## config.mk

```make
export PLATFORM = sky130hd
export DESIGN_NAME = caf_sweep_ctrl
export DESIGN_NICKNAME = d
export VERILOG_FILES = /design/src/rtl/caf_sweep_ctrl.sv
export SDC_FILE = /design/constraint.sdc
export NUM_CORES = 1
export LEC_CHECK = 0
export CAP_MARGIN = 30
export CELL_PAD_IN_SITES_DETAIL_PLACEMENT = 1
export CELL_PAD_IN_SITES_GLOBAL_PLACEMENT = 2
export CORE_ASPECT_RATIO = 1.25
export CORE_MARGIN = 5
export CORE_UTILIZATION = 34
export DETAILED_ROUTE_END_ITERATION = 8
export DONT_BUFFER_PORTS = 1
export PLACE_DENSITY_LB_ADDON = 0.05
export REMOVE_ABC_BUFFERS = 1
export SETUP_SLACK_MARGIN = 0.4
export SYNTH_ARGS = -nofsm -noshare
export SYNTH_HDL_FRONTEND = slang
export SYNTH_SLANG_ARGS = --single-unit
export TNS_END_PERCENT = 10
```

## constraint.sdc

```tcl
create_clock -name clk -period 4.8 [get_ports clk]
set_input_delay 0.72 -clock clk [delete_from_list [all_inputs] [get_ports clk]]
set_output_delay 0.72 -clock clk [all_outputs]
set_load 0.05 [all_outputs]
```

## src/rtl/caf_sweep_ctrl.sv

```systemverilog
// caf_sweep_ctrl: sequences one CAF search. It programs the frequency-offset
// bins into the CAF core, streams LENGTH sample beats into it, and then
// captures the peak result. Bin k receives the offset (k - CENTER) * freq_inc,
// which is split into a magnitude and a sign.
module caf_sweep_ctrl #(
    parameter int PHASE_BITS    = 10,
    parameter int FOAS          = 3,
    parameter int FOAS_CNT_BITS = 3,
    parameter int LENGTH        = 5,
    parameter int LEN_CNT_BITS  = 3,
    parameter int OUT_MAX_BITS  = 64,
    parameter int TIMEOUT       = 1024
) (
    input  logic                     clk,
    input  logic                     rst,
    input  logic                     start,
    input  logic [PHASE_BITS-1:0]    freq_inc,
    output logic                     busy,
    output logic                     done,
    output logic                     err,
    output logic [OUT_MAX_BITS-1:0]  res_max,
    output logic [FOAS_CNT_BITS-1:0] res_foas_index,
    output logic [LEN_CNT_BITS-1:0]  res_time_index,
    output logic                     cfg_req,
    output logic                     cfg_valid,
    output logic [PHASE_BITS-1:0]    cfg_step,
    output logic                     cfg_neg_shift,
    input  logic [FOAS_CNT_BITS-1:0] cfg_index,
    input  logic                     src_valid,
    output logic                     src_ready,
    output logic                     caf_tvalid,
    input  logic                     caf_tready,
    input  logic                     res_valid,
    output logic                     res_ready,
    input  logic [OUT_MAX_BITS-1:0]  res_max_in,
    input  logic [FOAS_CNT_BITS-1:0] res_foas_in,
    input  logic [LEN_CNT_BITS-1:0]  res_time_in
);

    localparam int TO_BITS = $clog2(TIMEOUT + 1);
    localparam logic [FOAS_CNT_BITS-1:0] CENTER    = FOAS_CNT_BITS'(FOAS / 2);
    localparam logic [FOAS_CNT_BITS-1:0] LAST_BIN  = FOAS_CNT_BITS'(FOAS - 1);
    localparam logic [LEN_CNT_BITS-1:0]  LAST_BEAT = LEN_CNT_BITS'(LENGTH - 1);
    localparam logic [TO_BITS-1:0]       LAST_TICK = TO_BITS'(TIMEOUT - 1);

    typedef enum logic [2:0] {
        StIdle,
        StReq,
        StConfig,
        StStream,
        StWaitRes,
        StDone
    } state_t;

    state_t                   r_state;
    logic [PHASE_BITS-1:0]    r_freq_inc;
    logic                     r_err;
    logic [LEN_CNT_BITS-1:0]  r_beat;
    logic [TO_BITS-1:0]       r_tick;
    logic [OUT_MAX_BITS-1:0]  r_res_max;
    logic [FOAS_CNT_BITS-1:0] r_res_foas;
    logic [LEN_CNT_BITS-1:0]  r_res_time;

    logic                     w_beat;
    logic [FOAS_CNT_BITS-1:0] w_dist;
    logic [PHASE_BITS-1:0]    w_prod;

    assign w_beat = (r_state == StStream) && src_valid && caf_tready;

    // Bin offset magnitude; the product wraps modulo 2^PHASE_BITS, as the NCO does
    always_comb begin
        w_dist = (cfg_index >= CENTER) ? (cfg_index - CENTER) : (CENTER - cfg_index);
        w_prod = PHASE_BITS'(w_dist) * r_freq_inc;
    end

    // Search sequencer: state, counters, the freq_inc latch and the result capture
    always_ff @(posedge clk) begin
        if (rst) begin
            r_state    <= StIdle;
            r_freq_inc <= '0;
            r_err      <= 1'b0;
            r_beat     <= '0;
            r_tick     <= '0;
            r_res_max  <= '0;
            r_res_foas <= '0;
            r_res_time <= '0;
        end else begin
            unique case (r_state)
                StIdle: begin
                    if (start) begin
                        r_freq_inc <= freq_inc;
                        r_err      <= 1'b0;
                        r_state    <= StReq;
                    end
                end
                StReq: begin
                    r_tick  <= '0;
                    r_state <= StConfig;
                end
                StConfig: begin
                    // Reaching the last bin takes priority over a timeout in the same cycle
                    if (cfg_index == LAST_BIN) begin
                        r_beat  <= '0;
                        r_state <= StStream;
                    end else if (r_tick == LAST_TICK) begin
                        r_err   <= 1'b1;
                        r_state <= StDone;
                    end else begin
                        r_tick <= r_tick + 1'b1;
                    end
                end
                StStream: begin
                    if (w_beat) begin
                        if (r_beat == LAST_BEAT) begin
                            r_tick  <= '0;
                            r_state <= StWaitRes;
                        end else begin
                            r_beat <= r_beat + 1'b1;
                        end
                    end
                end
                StWaitRes: begin
                    // A result arriving on the final cycle still counts as success
                    if (res_valid) begin
                        r_res_max  <= res_max_in;
                        r_res_foas <= res_foas_in;
                        r_res_time <= res_time_in;
                        r_state    <= StDone;
                    end else if (r_tick == LAST_TICK) begin
                        r_err   <= 1'b1;
                        r_state <= StDone;
                    end else begin
                        r_tick <= r_tick + 1'b1;
                    end
                end
                StDone: begin
                    r_state <= StIdle;
                end
                default: begin
                    r_state <= StIdle;
                end
            endcase
        end
    end

    // Outputs are decoded from the state register; the stream handshake passes straight through
    always_comb begin
        busy           = (r_state != StIdle);
        done           = (r_state == StDone);
        err            = r_err;
        res_max        = r_res_max;
        res_foas_index = r_res_foas;
        res_time_index = r_res_time;
        cfg_req        = (r_state == StReq) || (r_state == StConfig);
        cfg_valid      = (r_state == StConfig);
        cfg_step       = '0;
        cfg_neg_shift  = 1'b0;
        src_ready      = 1'b0;
        caf_tvalid     = 1'b0;
        res_ready      = (r_state == StWaitRes);
        if (r_state == StConfig) begin
            cfg_step      = w_prod;
            cfg_neg_shift = (cfg_index < CENTER);
        end
        if (r_state == StStream) begin
            src_ready  = caf_tready;
            caf_tvalid = src_valid;
        end
    end

endmodule

```

Word-level counts from Yosys, hierarchy flattened
Cells that the tools add are included.

storage, ports and cells
  register bits after elaboration = 98
  bits of input ports = 89
  output and inout bits = 89
  logic and storage cells = 71

operators by class
  add/subtract/negate cells = 4
  multiply operators = 1
  $lt $le $gt $ge = 2
  equal/unequal tests = 15
  mux-type cells = 27
  reductions and logical operators = 14

operators with widths
  cell                     count
  $mux W11                 5
  $pmux W11 S4             1
  $mux W3                  10
  $pmux W3 S5              1
  $add A11 B1 Y11 const B  1
  $eq A11 B10 Y1 const B   1
  $mul A3 B10 Y10          1
  $mux W10                 1
  $ne A2 B2 Y1 const B     5
  $eq A3 B2 Y1 const B     3
  $eq A3 B3 Y1 const B     3
  $reduce_and A4 Y1        2
  $mux W1                  7
  $pmux W3 S2              1
  $reduce_bool A3 Y1       2
  $reduce_and A5 Y1        1
  $ne A2 B1 Y1 const B     2
  $reduce_and A2 Y1        2
  $reduce_bool A4 Y1       1
  $add A3 B1 Y3 const B    1
  $eq A3 B1 Y1 const B     1
  $ge A3 B1 Y1 const B     1
  $logic_not A3 Y1         1
  $lt A3 B1 Y1 const B     1
  7 further kinds          8

Logic depth before layout (Yosys ltp)
  word-level depth = 5
  depth in mapped cells = 15
  gate-level depth less buffers = 15

Least setup slack after synthesis
No wires, ideal clock.

  path kind = input to output
  start point = input cfg_index[0]
  end point = output cfg_step[8]
  arrival = 4482 ps
  required time = 4080 ps
  path slack = -402 ps
  stages = 15
  path buffers = 0
  cell sequence = clkinv_1 > ha_1 > xnor2_1 > a22oi_1 > o31a_1 > nand2_1 > fa_1 > inv_1 > ha_1 > fa_1 > a21o_1 > a21oi_1 > o21bai_1 > a21oi_1 > mux2i_1

between the ends
  cells in the longest elaborated chain, start to end = 4
  elaborated cells between the ends (all ways) = 6
  classes of those cells = add/sub: 2; mul: 1; order compare: 1; mux: 2

ends and longest elaborated chain
  element                                line  source
  start, declared                        28    input logic [FOAS_CNT_BITS-1:0] cfg_index,
  $sub A1 B3 Y3 (tied with other cells)  72    w_dist = (cfg_index >= CENTER) ? (cfg_index - CENTER) : (CENTER - cfg_index);
  $mux W3 *                              72
  $mul A3 B10 Y10 *                      73    w_prod = PHASE_BITS'(w_dist) * r_freq_inc;
  $mux W10 *                             161   if (r_state == StConfig) begin
  end, declared                          26    output logic [PHASE_BITS-1:0] cfg_step,

Every way passes the cells marked *; elsewhere a longest branch is shown, timed or not.

Worst setup path in the final report
  start point = input cfg_index[1]
  end point = output cfg_step[8]

Same word-level chain as after synthesis.

==> run metrics <==
R2R setup slack=2.24 ns; clock buffer depth=2; number of buffers created by CTS=9; GPL Wtd Cong=0.7899; ant diodes=0; fin crit period=4.342 ns; die area=0.01626 sq mm; fmax=230.3 MHz; vias per cell=5.222; crit end category=output port; Post-Synthesis Cells=610; Crit. Startpoint=cfg_index[1]; initial antenna violation count=0; Largest stage delay, worst path=0.53 ns; Worst Hold End=res_max[38]; CTS tree=done; initial DRC count=189; layout cell share with drive strength beyond 1=11.07%; R2R depth=7; overall power=1803 uW; Critical Path Fanout Max=6; CP Cell Sequence=inv_12, ha_4, nor2b_4, a22oi_2, o31a_1, nand2_1, fa_1, inv_2, ha_4, fa_2, a21o_1, a21oi_2, o21bai_1, a21oi_1, mux2i_1, buf_4; RSZ-0062 raised after global routing=true; Pwr per Cell Area=336.5 mW/mm^2; first-pass GRT wire length=22.72 mm; Critical Path Most Common Cell=ha_4; reg-to-reg endpoint=res_max[60]; Die Y=141.3 um; Root Buffer=clkbuf_16; core area=0.01369 sq mm; WP buf/inv=3; Slowest-stage cell, CP=fa_1; Fill cells=1671; setup slack after layout=0.4585 ns; Main synth FF type=dfxtp_1; # setup viols final=0; Layout area overhead=14.19%; Worst Hold Class=in -> reg; width of the die=115.1 um; ANT nets after route=0; sequential area share after synthesis=41.82%; num rows=48; Post-Route WL=14.35 mm; Top Family by Delay on Critical Path=adder cells; H-tree lvl count=3; crit path kind=in -> out; Yosys cell types=55; dpl hpwl=10.39 mm; hold-critical path depth=1; initial core utilization=34.26%; Least-Margin Pin Slew=0.9244 ns; port buffer count=0; number of iterations in the first detailed-routing pass=4; vias in the first global route=4327; FF-to-FF Start=r_state[2]; synthesized area=0.004691 sq mm; placed insts=763; worst relative slew slack=38.04%; share of synthesized flip-flops with an asynchronous set or reset=0%; Slew Viols, Final=0; non-filler cells in the finished layout=789; placement-stage worst setup slack=-0.1284 ns; Clock Pin Slew Worst Setup and Hold Paths=0.07 ns; Ys Warns=0; GRT Overall Usage=17.53%; clock sink count=98; critical path launch point type=input port; largest net degree at the start of global routing=97; later-pin clock latency in the skew report=0.34 ns; Fin Hold WS=0.4397 ns; Req. time, crit path=4.08 ns; nets=721; Routed WL per cell=18.19 um; setup TNS=0 ns; Hold Startpoint=rst; P_leak=0.001934 uW; Final period util=90.45%; Post-synth EDFFs=0; outcome=completed; DR DRC count=0; #FFs+latches synth=98; Post-Synthesis Mean Instance Area=7.690 sq um; Peak VDD IR=0.1539 mV; grt ovf=0; I/O pin cnt=178; via count=4120; final hold vios=0; CP arrival=3.62 ns; Max Cap Violations=0; clk_skew=0.007138 ns
## Yosys cell counts (6+ instances only)
cell type	number	area share (%)
and2_1	6	0.80
nand2_1	199	16
inv_1	28	2.2
clkbuf_1	25	2.0
nand2b_1	7	0.93
xnor2_1	6	1.1
and3_1	6	0.80
fa_1	8	3.4
nor3_1	8	0.85
a21oi_1	101	11
dfxtp_1	98	42
buf_2	6	0.64
nor2_1	14	1.1
o21ai_0	7	0.75
ha_1	15	4.0
## cells in the final DEF, fill, tap and decap left out, types with 7 or more instances in the layout
cell type and count:
dfxtp_1 98, nand2_1 197, fa_1 7, ha_1 11, buf_4 20, a21oi_1 99
inv_1 24, nor2_1 14, clkbuf_16 9
## area by class of cell
type	instances	area (sq um)	share of cell area (%)
clock buffers	10	229.0	4.275
clock inverters	6	65.06	1.215
inverters	29	123.9	2.313
multi-input cells	449	2585	48.26
flip-flops and latches	98	1962	36.63
well taps	175	219.0	4.088
repair buffers	22	172.7	3.224
## routing by layer
metal / wire length (um) / share of wire (%) / global-route usage (%)
met1: 5513 / 38 / 19.19
met2: 7302 / 51 / 30.67
met3: 1286 / 9.0 / 7.253
met4: 246 / 1.7 / 5.315
met5: 0 / 0 / 0
## state kept, by name, summed over array words and instances (netlist names)
name	count
r_beat	3
res_time_index	3
res_foas_index	3
res_max	64
r_tick	11
err	1
r_state	3
r_freq_inc	10
## how the worst max path moves through the flow
stage	endpoint	slack, ns	depth (start not counted)
floorplan	cfg_step[8]	-0.40	15
global placement	cfg_step[8]	0.03	16
detailed placement	cfg_step[8]	-0.13	16
CTS	cfg_step[8]	0.41	16
global route	cfg_step[8]	0.34	16
finish	cfg_step[8]	0.46	16
## stage by stage
stage / utilization (%) / area, sq um
global route: 39.12 / 5356
finish: 39.12 / 5356
CTS: 38.46 / 5266
floorplan: - / 4541
detailed placement: 35.52 / 4863
global placement: 35.52 / 4863
## cell families (layout without fill, tap and decap cells)
group | Yosys count | after routing | synth area share [%]
AND/OR/NAND/NOR | 275 | 275 | 25.69
AO/OA/AOI/OAI | 137 | 137 | 16.46
flip-flops | 98 | 98 | 41.82
buffers and inverters | 63 | 67 | 5.521
adder cells (fa/ha/maj) | 23 | 23 | 7.415
XOR/XNOR | 8 | 8 | 1.787
multiplexers | 6 | 6 | 1.307
## timing repair
item	in CTS	in global routing
setup endpoints to repair	5	3
buffers inserted	7	2
resized for setup	18	14
pin swaps	13	15
hold buffers	0	0
## power by group
group          switching (uW)  internal, uW
logic                     147          82.2
clock network             320           406
registers                22.3           824
(Power assumes the default switching activity.)
